--- config.mk ---
export PLATFORM = sky130hd
export DESIGN_NAME = stall_controller
export DESIGN_NICKNAME = d
export VERILOG_FILES = /design/src/rtl/stall_pkg.sv /design/src/rtl/stall_cycle_counter.sv /design/src/rtl/stall_controller.sv
export SDC_FILE = /design/constraint.sdc
export NUM_CORES = 1
export LEC_CHECK = 0
export CORE_UTILIZATION = 40
export CTS_CLUSTER_SIZE = 8
export DETAILED_ROUTE_END_ITERATION = 8
export PLACE_DENSITY_LB_ADDON = 0.25
export SLEW_MARGIN = 20
export SYNTH_ARGS = -nofsm -noshare
export SYNTH_HDL_FRONTEND = slang
export SYNTH_SLANG_ARGS = --single-unit
--- constraint.sdc ---
create_clock -name clk -period 3.7 [get_ports clk]
set_input_delay 0.74 -clock clk [delete_from_list [all_inputs] [get_ports clk]]
set_output_delay 0.74 -clock clk [all_outputs]
set_load 0.1 [all_outputs]
--- src/rtl/stall_pkg.sv ---
// ---------------------------------------------------------------------------
// stall_pkg
//   Shared definitions for the pipeline stall controller: the FSM state
//   encoding, the default memory timeout, the bundle of pipeline control
//   strobes and small helpers that build that bundle.
// ---------------------------------------------------------------------------
package stall_pkg;

  // Controller states; encoding is fixed so external tools can decode it.
  typedef enum logic [1:0] {
    RUN      = 2'd0,
    MEM_WAIT = 2'd1,
    HALTED   = 2'd2
  } stall_state_e;

  // Default number of MEM_WAIT cycles tolerated before a timeout.
  localparam int unsigned MEM_TIMEOUT_DEFAULT = 15;

  // Wait counter is a fixed 8 bits wide.
  localparam int unsigned WAIT_CNT_W = 8;
  localparam logic [WAIT_CNT_W-1:0] WAIT_CNT_MAX = 8'hFF;

  // One bit per pipeline control strobe.
  typedef struct packed {
    logic freeze_pc;
    logic freeze_if_id;
    logic flush_if_id;
    logic bubble_id_ex;
    logic freeze_mem;
  } stall_ctrl_t;

  // Whole pipeline held while memory is outstanding (or after a timeout).
  localparam stall_ctrl_t CTRL_FREEZE_ALL = '{
    freeze_pc:    1'b1,
    freeze_if_id: 1'b1,
    flush_if_id:  1'b0,
    bubble_id_ex: 1'b0,
    freeze_mem:   1'b1
  };

  // Front-end control when memory is not holding the pipe. A taken branch
  // squashes the wrong-path fetch, which also removes the hazarding
  // instruction, so it wins over a RAW hazard.
  function automatic stall_ctrl_t pipe_ctrl(input logic branch,
                                            input logic hazard);
    stall_ctrl_t c;
    c = '0;
    if (branch) begin
      c.flush_if_id  = 1'b1;
      c.bubble_id_ex = 1'b1;
    end else if (hazard) begin
      c.freeze_pc    = 1'b1;
      c.freeze_if_id = 1'b1;
      c.bubble_id_ex = 1'b1;
    end else begin
      c = '0;
    end
    return c;
  endfunction

  // Saturating increment so the wait counter can never wrap to zero.
  function automatic logic [WAIT_CNT_W-1:0] sat_inc8(
      input logic [WAIT_CNT_W-1:0] v);
    logic [WAIT_CNT_W-1:0] r;
    if (v == WAIT_CNT_MAX) begin
      r = v;
    end else begin
      r = v + 8'd1;
    end
    return r;
  endfunction

endpackage

--- src/rtl/stall_cycle_counter.sv ---
// ---------------------------------------------------------------------------
// stall_cycle_counter
//   Saturating event counter: counts clock cycles with en=1 and sticks at
//   all-ones.
// Ports:
//   clk   - rising-edge clock
//   rst   - synchronous, active-low reset (clears the count)
//   en    - count this cycle
//   count - current count, W bits
// ---------------------------------------------------------------------------
module stall_cycle_counter #(
  parameter int unsigned W = 16
) (
  input  logic         clk,
  input  logic         rst,
  input  logic         en,
  output logic [W-1:0] count
);

  localparam logic [W-1:0] ONE = W'(1);

  logic [W-1:0] count_r;

  // Count enabled cycles, holding at all-ones once reached.
  always_ff @(posedge clk) begin
    if (!rst) begin
      count_r <= '0;
    end else if (en && (count_r != '1)) begin
      count_r <= count_r + ONE;
    end else begin
      count_r <= count_r;
    end
  end

  assign count = count_r;

endmodule

--- src/rtl/stall_controller.sv ---
// ---------------------------------------------------------------------------
// stall_controller
//   Central pipeline stall/flush controller. Combines RAW-hazard stalls,
//   taken-branch flushes and multi-cycle data-memory waits, and halts the
//   pipeline permanently (until reset) if memory never answers.
//
//   Optional feature: define STALL_STATS_EN to add the stall_cycles port,
//   a saturating count of cycles in which the PC was frozen.
//
// Ports:
//   clk             - sole clock, rising edge
//   rst             - synchronous, active-low reset
//   hazard_detected - RAW hazard flag from the hazard unit
//   branch_taken    - taken branch/jump resolved in EX
//   mem_req         - MEM stage holds a load/store
//   mem_ready       - data memory completes the access this cycle
//   freeze_pc       - hold PC
//   freeze_if_id    - hold IF/ID
//   flush_if_id     - load NOP into IF/ID
//   bubble_id_ex    - load NOP into ID/EX
//   freeze_mem      - hold ID/EX, EX/MEM and MEM/WB
//   mem_timeout     - sticky memory timeout flag
//   stall_cycles    - (STALL_STATS_EN only) frozen-PC cycle count
// ---------------------------------------------------------------------------
module stall_controller
  import stall_pkg::*;
#(
  parameter int unsigned MEM_TIMEOUT = MEM_TIMEOUT_DEFAULT,
  parameter int unsigned STAT_W      = 16
) (
  input  logic              clk,
  input  logic              rst,
  input  logic              hazard_detected,
  input  logic              branch_taken,
  input  logic              mem_req,
  input  logic              mem_ready,
  output logic              freeze_pc,
  output logic              freeze_if_id,
  output logic              flush_if_id,
  output logic              bubble_id_ex,
  output logic              freeze_mem,
  output logic              mem_timeout
`ifdef STALL_STATS_EN
  ,
  output logic [STAT_W-1:0] stall_cycles
`endif
);

  // Reject unusable parameter values at elaboration.
  if ((MEM_TIMEOUT < 1) || (MEM_TIMEOUT > 255) || (STAT_W < 1)) begin : g_param_check
    $error("stall_controller: MEM_TIMEOUT must be 1..255 and STAT_W >= 1");
  end

  localparam logic [WAIT_CNT_W-1:0] TIMEOUT_CNT = WAIT_CNT_W'(MEM_TIMEOUT);

  stall_state_e           state_r;
  stall_state_e           next_state_s;
  logic [WAIT_CNT_W-1:0]  wait_cnt_r;
  logic [WAIT_CNT_W-1:0]  next_wait_cnt_s;
  logic                   mem_timeout_r;
  logic                   next_mem_timeout_s;
  stall_ctrl_t            ctrl_s;

  // State register: FSM state, wait counter and sticky timeout flag.
  always_ff @(posedge clk) begin
    if (!rst) begin
      state_r       <= RUN;
      wait_cnt_r    <= '0;
      mem_timeout_r <= 1'b0;
    end else begin
      state_r       <= next_state_s;
      wait_cnt_r    <= next_wait_cnt_s;
      mem_timeout_r <= next_mem_timeout_s;
    end
  end

  // Next-state logic. wait_cnt is 1 in the first MEM_WAIT cycle, because
  // the RUN cycle that issued the unanswered request already counted as a
  // wait cycle.
  always_comb begin
    next_state_s       = state_r;
    next_wait_cnt_s    = wait_cnt_r;
    next_mem_timeout_s = mem_timeout_r;
    case (state_r)
      RUN: begin
        if (mem_req && !mem_ready) begin
          next_state_s    = MEM_WAIT;
          next_wait_cnt_s = 8'd1;
        end else begin
          next_state_s    = RUN;
          next_wait_cnt_s = 8'd0;
        end
      end
      MEM_WAIT: begin
        if (!mem_ready) begin
          next_wait_cnt_s = sat_inc8(wait_cnt_r);
          if (wait_cnt_r == TIMEOUT_CNT) begin
            next_state_s       = HALTED;
            next_mem_timeout_s = 1'b1;
          end else begin
            next_state_s = MEM_WAIT;
          end
        end else begin
          next_state_s    = RUN;
          next_wait_cnt_s = 8'd0;
        end
      end
      HALTED: begin
        // Only reset leaves HALTED.
        next_state_s = HALTED;
      end
      default: begin
        // Unreachable encoding: park the pipe frozen rather than guess.
        next_state_s = HALTED;
      end
    endcase
  end

  // Output logic: combinational from state and inputs, forced quiet in reset.
  always_comb begin
    ctrl_s = '0;
    if (!rst) begin
      ctrl_s = '0;
    end else begin
      case (state_r)
        RUN: begin
          if (mem_req && !mem_ready) begin
            ctrl_s = CTRL_FREEZE_ALL;
          end else begin
            ctrl_s = pipe_ctrl(branch_taken, hazard_detected);
          end
        end
        MEM_WAIT: begin
          if (!mem_ready) begin
            ctrl_s = CTRL_FREEZE_ALL;
          end else begin
            ctrl_s = pipe_ctrl(branch_taken, hazard_detected);
          end
        end
        HALTED: begin
          ctrl_s = CTRL_FREEZE_ALL;
        end
        default: begin
          ctrl_s = CTRL_FREEZE_ALL;
        end
      endcase
    end
  end

  assign freeze_pc    = ctrl_s.freeze_pc;
  assign freeze_if_id = ctrl_s.freeze_if_id;
  assign flush_if_id  = ctrl_s.flush_if_id;
  assign bubble_id_ex = ctrl_s.bubble_id_ex;
  assign freeze_mem   = ctrl_s.freeze_mem;
  assign mem_timeout  = mem_timeout_r;

`ifdef STALL_STATS_EN
  stall_cycle_counter #(
    .W (STAT_W)
  ) u_stall_cycle_counter (
    .clk   (clk),
    .rst   (rst),
    .en    (ctrl_s.freeze_pc),
    .count (stall_cycles)
  );
`endif

endmodule

==> results.md <==
- Run status: complete, no violations
- Syn avg cell area: approximately 8 um2
- Clock buffers created by TritonCTS: 3
- Via count of the first global-routing pass: around 480
- Per-cell via count in the routed design: 5.832
- Layout-stage area growth over the synthesis result: 26.11%
- Maximum number of pins on one net before global-route repair: 15
- Routed wire length per instance: around 12 um
- Worst-margin pin slew: just under 1 ns
- Cell types occupying the most area after synthesis: sky130_fd_sc_hd__dfxtp_1, sky130_fd_sc_hd__nor2_1, sky130_fd_sc_hd__and3_1
- Clock group share of total power: 0.322
- H-tree lvl count: 1
- Total via count in the routed design: between 500 and 600
- Cell class contributing the biggest share of worst-path delay: buffers and inverters
- Post-placement worst setup slack: 0.7240 ns
- Clock tree from TritonCTS: done
- Cell chain of the critical path: clkdlybuf4s50_1 > clkinv_1 > nor4_2 > buf_12
- Area of the mapped netlist: 589.3 um2
- Die boundary width: 40.39 um
- Iteration-0 DRC count of the detailed router: 10
- Global-route wire length before repair: 1966 um
- Required time at the worst-slack endpoint: 2.96 ns
- Rel. slew slack: 0.3520
- Count of buffer and inverter cells on the critical path: 3
- Critical Setup Path Class: input pin to primary output
- Number of distinct library cells after synthesis: 33
- Final wirelength: 1254 um
- Largest clock skew in the final design: between 0.003 and 0.004 ns
- Worst Setup Slack, final: roughly 0.73 ns
- Placer Congestion: 0.7790
- Ys Warns: 0
- CP startpoint kind: input pin
- Post-synth top area share: 0.3737
- Final hold violation count: 0
- Clock root buffer: sky130_fd_sc_hd__clkbuf_4
- Sum of negative setup slack: 0 ns
- Number of buffers on the longest clock path: 2
- Fraction of power consumed by sequential logic: 0.479
- Number of buffers inserted for hold repair after clock tree synthesis: 0
- Internal Pwr Total: 0.0001767 W
- Filler instances: 129
- PostCTS Resize Cnt: 0
- Net switching fraction of the power: 0.3000
- Post-synthesis instance total: between 70 and 80
- Starting utilization of the core area: 0.4418
- First-pass iteration count of the detailed router: 4
- I/O pin total: 12
- Largest fanout of any net on the critical path: 10
- HPWL after DPL: 951.7 um
- Total core area: 1334 um2
- Gate power share: 0.199
- Number of clock sinks seen by CTS: 11
- Diode count: 0
- Count of antenna-violating nets left after detailed routing: 0
- Max capacitance violation total: 0
- Net count of the mapped netlist: 80
- Critical path arrival: 2.23 ns
- Time the worst path needs with I/O delays and setup: 2.971 ns
- Layout cell share with drive strength beyond 1: 0.1395
- Number of nets in the finished design: 94
- Tcrit/Tclk final: 0.8029
- Part of the Yosys area used for sequential elements: 0.3737
- I/O Buffers: 11
- Grt ovf: 0
- Clock edge transition at the registers on the reported setup and hold paths: about 0.06 ns
- Number of pins with negative max-slew slack in the final report: 0
- Initial antenna violation count: 0
- Power density cells: 339.6 nW/um2
- Static leakage: between 0.3 and 0.4 nW
- NetSw: between 0.00007 and 0.00008 W
- FMAX: 0.3366 GHz
- Clock latency at the later pin of the worst-skew pair: 0.27 ns
- Worst voltage drop across the vdd grid: 0.1567 mV
- GR Util All Layers: 0.1815
- Die Y: 40.39 um
- Setup repair after global routing missed its margin: no
- Rows: 13
- Crit. End Element: primary output
- Slowest-stage cell, CP: sky130_fd_sc_hd__clkdlybuf4s50_1
- Dominant cell type by area after synthesis: sky130_fd_sc_hd__dfxtp_1
- Residual DRC count: 0
- Longest individual stage delay on the worst path: 0.54 ns
- Post-CTS Repair Setup Buffers: 0
- Hold_ws: 0.4769 ns
- Synthesis-stage register bit count: 11
- Worst Hold Class: flip-flop to flip-flop
- Final setup vio count: 0
- Overall die area: about 1600 um2
## per-layer routing
layer	vias up	wire, um	global-route usage
met2	20	551	0.2817
met5	-	0	0
met4	0	8	0.03333
met3	3	106	0.08889
li1	304	-	-
met1	262	589	0.2267
## logic make-up after synthesis
group / count (synthesis) / synth area share
AO/OA/AOI/OAI: 21 / 0.2272
adder cells (fa/ha/maj): 1 / 0.02123
buffers and inverters: 4 / 0.03183
flip-flops: 11 / 0.3737
AND/OR/NAND/NOR: 36 / 0.3461
## final cells by class
| class | instances | area [um2] | area share |
|---|---|---|---|
| Tap cell | 15 | 18.77 | 0.02525 |
| Inverter | 2 | 7.507 | 0.01010 |
| Sequential cell | 11 | 220.2 | 0.2963 |
| Timing Repair Buffer | 11 | 110.1 | 0.1481 |
| Multi-Input combinational cell | 58 | 360.3 | 0.4848 |
| Clock buffer | 4 | 26.28 | 0.03535 |
## final timing paths
path	startpoint	endpoint	slack, ns	depth (start not counted)
max	rst	bubble_id_ex	0.73	4
min	mem_timeout$_SDFFE_PN0P_	mem_timeout$_SDFFE_PN0P_	0.48	2
max reg2reg	wait_cnt_r[0]$_SDFFE_PN0P_	wait_cnt_r[4]$_SDFFE_PN0P_	2.21	5
min reg2reg	mem_timeout$_SDFFE_PN0P_	mem_timeout$_SDFFE_PN0P_	0.48	2
## worst min-delay path, cell delays in order, from the launching register on
cell and delay (ns):
sky130_fd_sc_hd__dfxtp_1 0.33, sky130_fd_sc_hd__a21oi_1 0.04, sky130_fd_sc_hd__nor2_1 0.07
## registers in the layout, summed over array words and instances (netlist names)
name	count
mem_timeout	1
state_r	2
wait_cnt_r	8
## through the flow
| stage | std cells | util | power (W) | area [um2] |
|---|---|---|---|---|
| global placement | 97 | 0.5375 | 0.0001738 | 716.9 |
| detailed placement | 97 | 0.5375 | 0.0001740 | 716.9 |
| finish | 101 | 0.5572 | 0.0002524 | 743.2 |
| CTS | 101 | 0.5572 | 0.0002555 | 743.2 |
| floorplan | 73 | - | 0.0001592 | 599.3 |
| global route | 101 | 0.5572 | 0.0002652 | 743.2 |
## power by group through the flow
stage | logic [W] | clock network (W) | registers [W]
3_3_place_gp | 0.0000502 | 0 | 0.000124
3_5_place_dp | 0.0000505 | 0 | 0.000124
6_report | 0.0000503 | 0.0000812 | 0.000121
5_1_grt | 0.0000530 | 0.0000912 | 0.000121
4_1_cts | 0.0000506 | 0.0000841 | 0.000121
2_1_floorplan | 0.0000359 | 0 | 0.000123
## cell usage after synthesis (all sizes together)
master and instances:
ha 1, and4b 1, nor2 13, clkbuf 1, or4 1, o21bai 1
nor4 1, buf 1, o221a 1, a31oi 3, nor4b 1, nor3 2
a21oi 7, and3 6, a311oi 1, nand4 1, nand2b 2, a21boi 1
o31ai 2, or3 2, o21ai 3, clkinv 1, a211oi 1, nor3b 1
inv 1, dfxtp 11, nand2 1, o211ai 1, nor2b 1, or2 1
nand3 2
## placed cells by master, fill, tap and decap left out, drive strengths merged, types with 2 or more instances in the layout
cell,synthesis,layout
a21oi,7,7
nand3,2,2
nor2,13,13
nand2b,2,2
clkbuf,1,4
or3,2,2
and3,6,6
buf,1,5
a31oi,3,3
dfxtp,11,11
o21ai,3,3
nor3,2,2
o31ai,2,2
clkdlybuf4s50,0,6
Power figures use the tool's default switching activity.
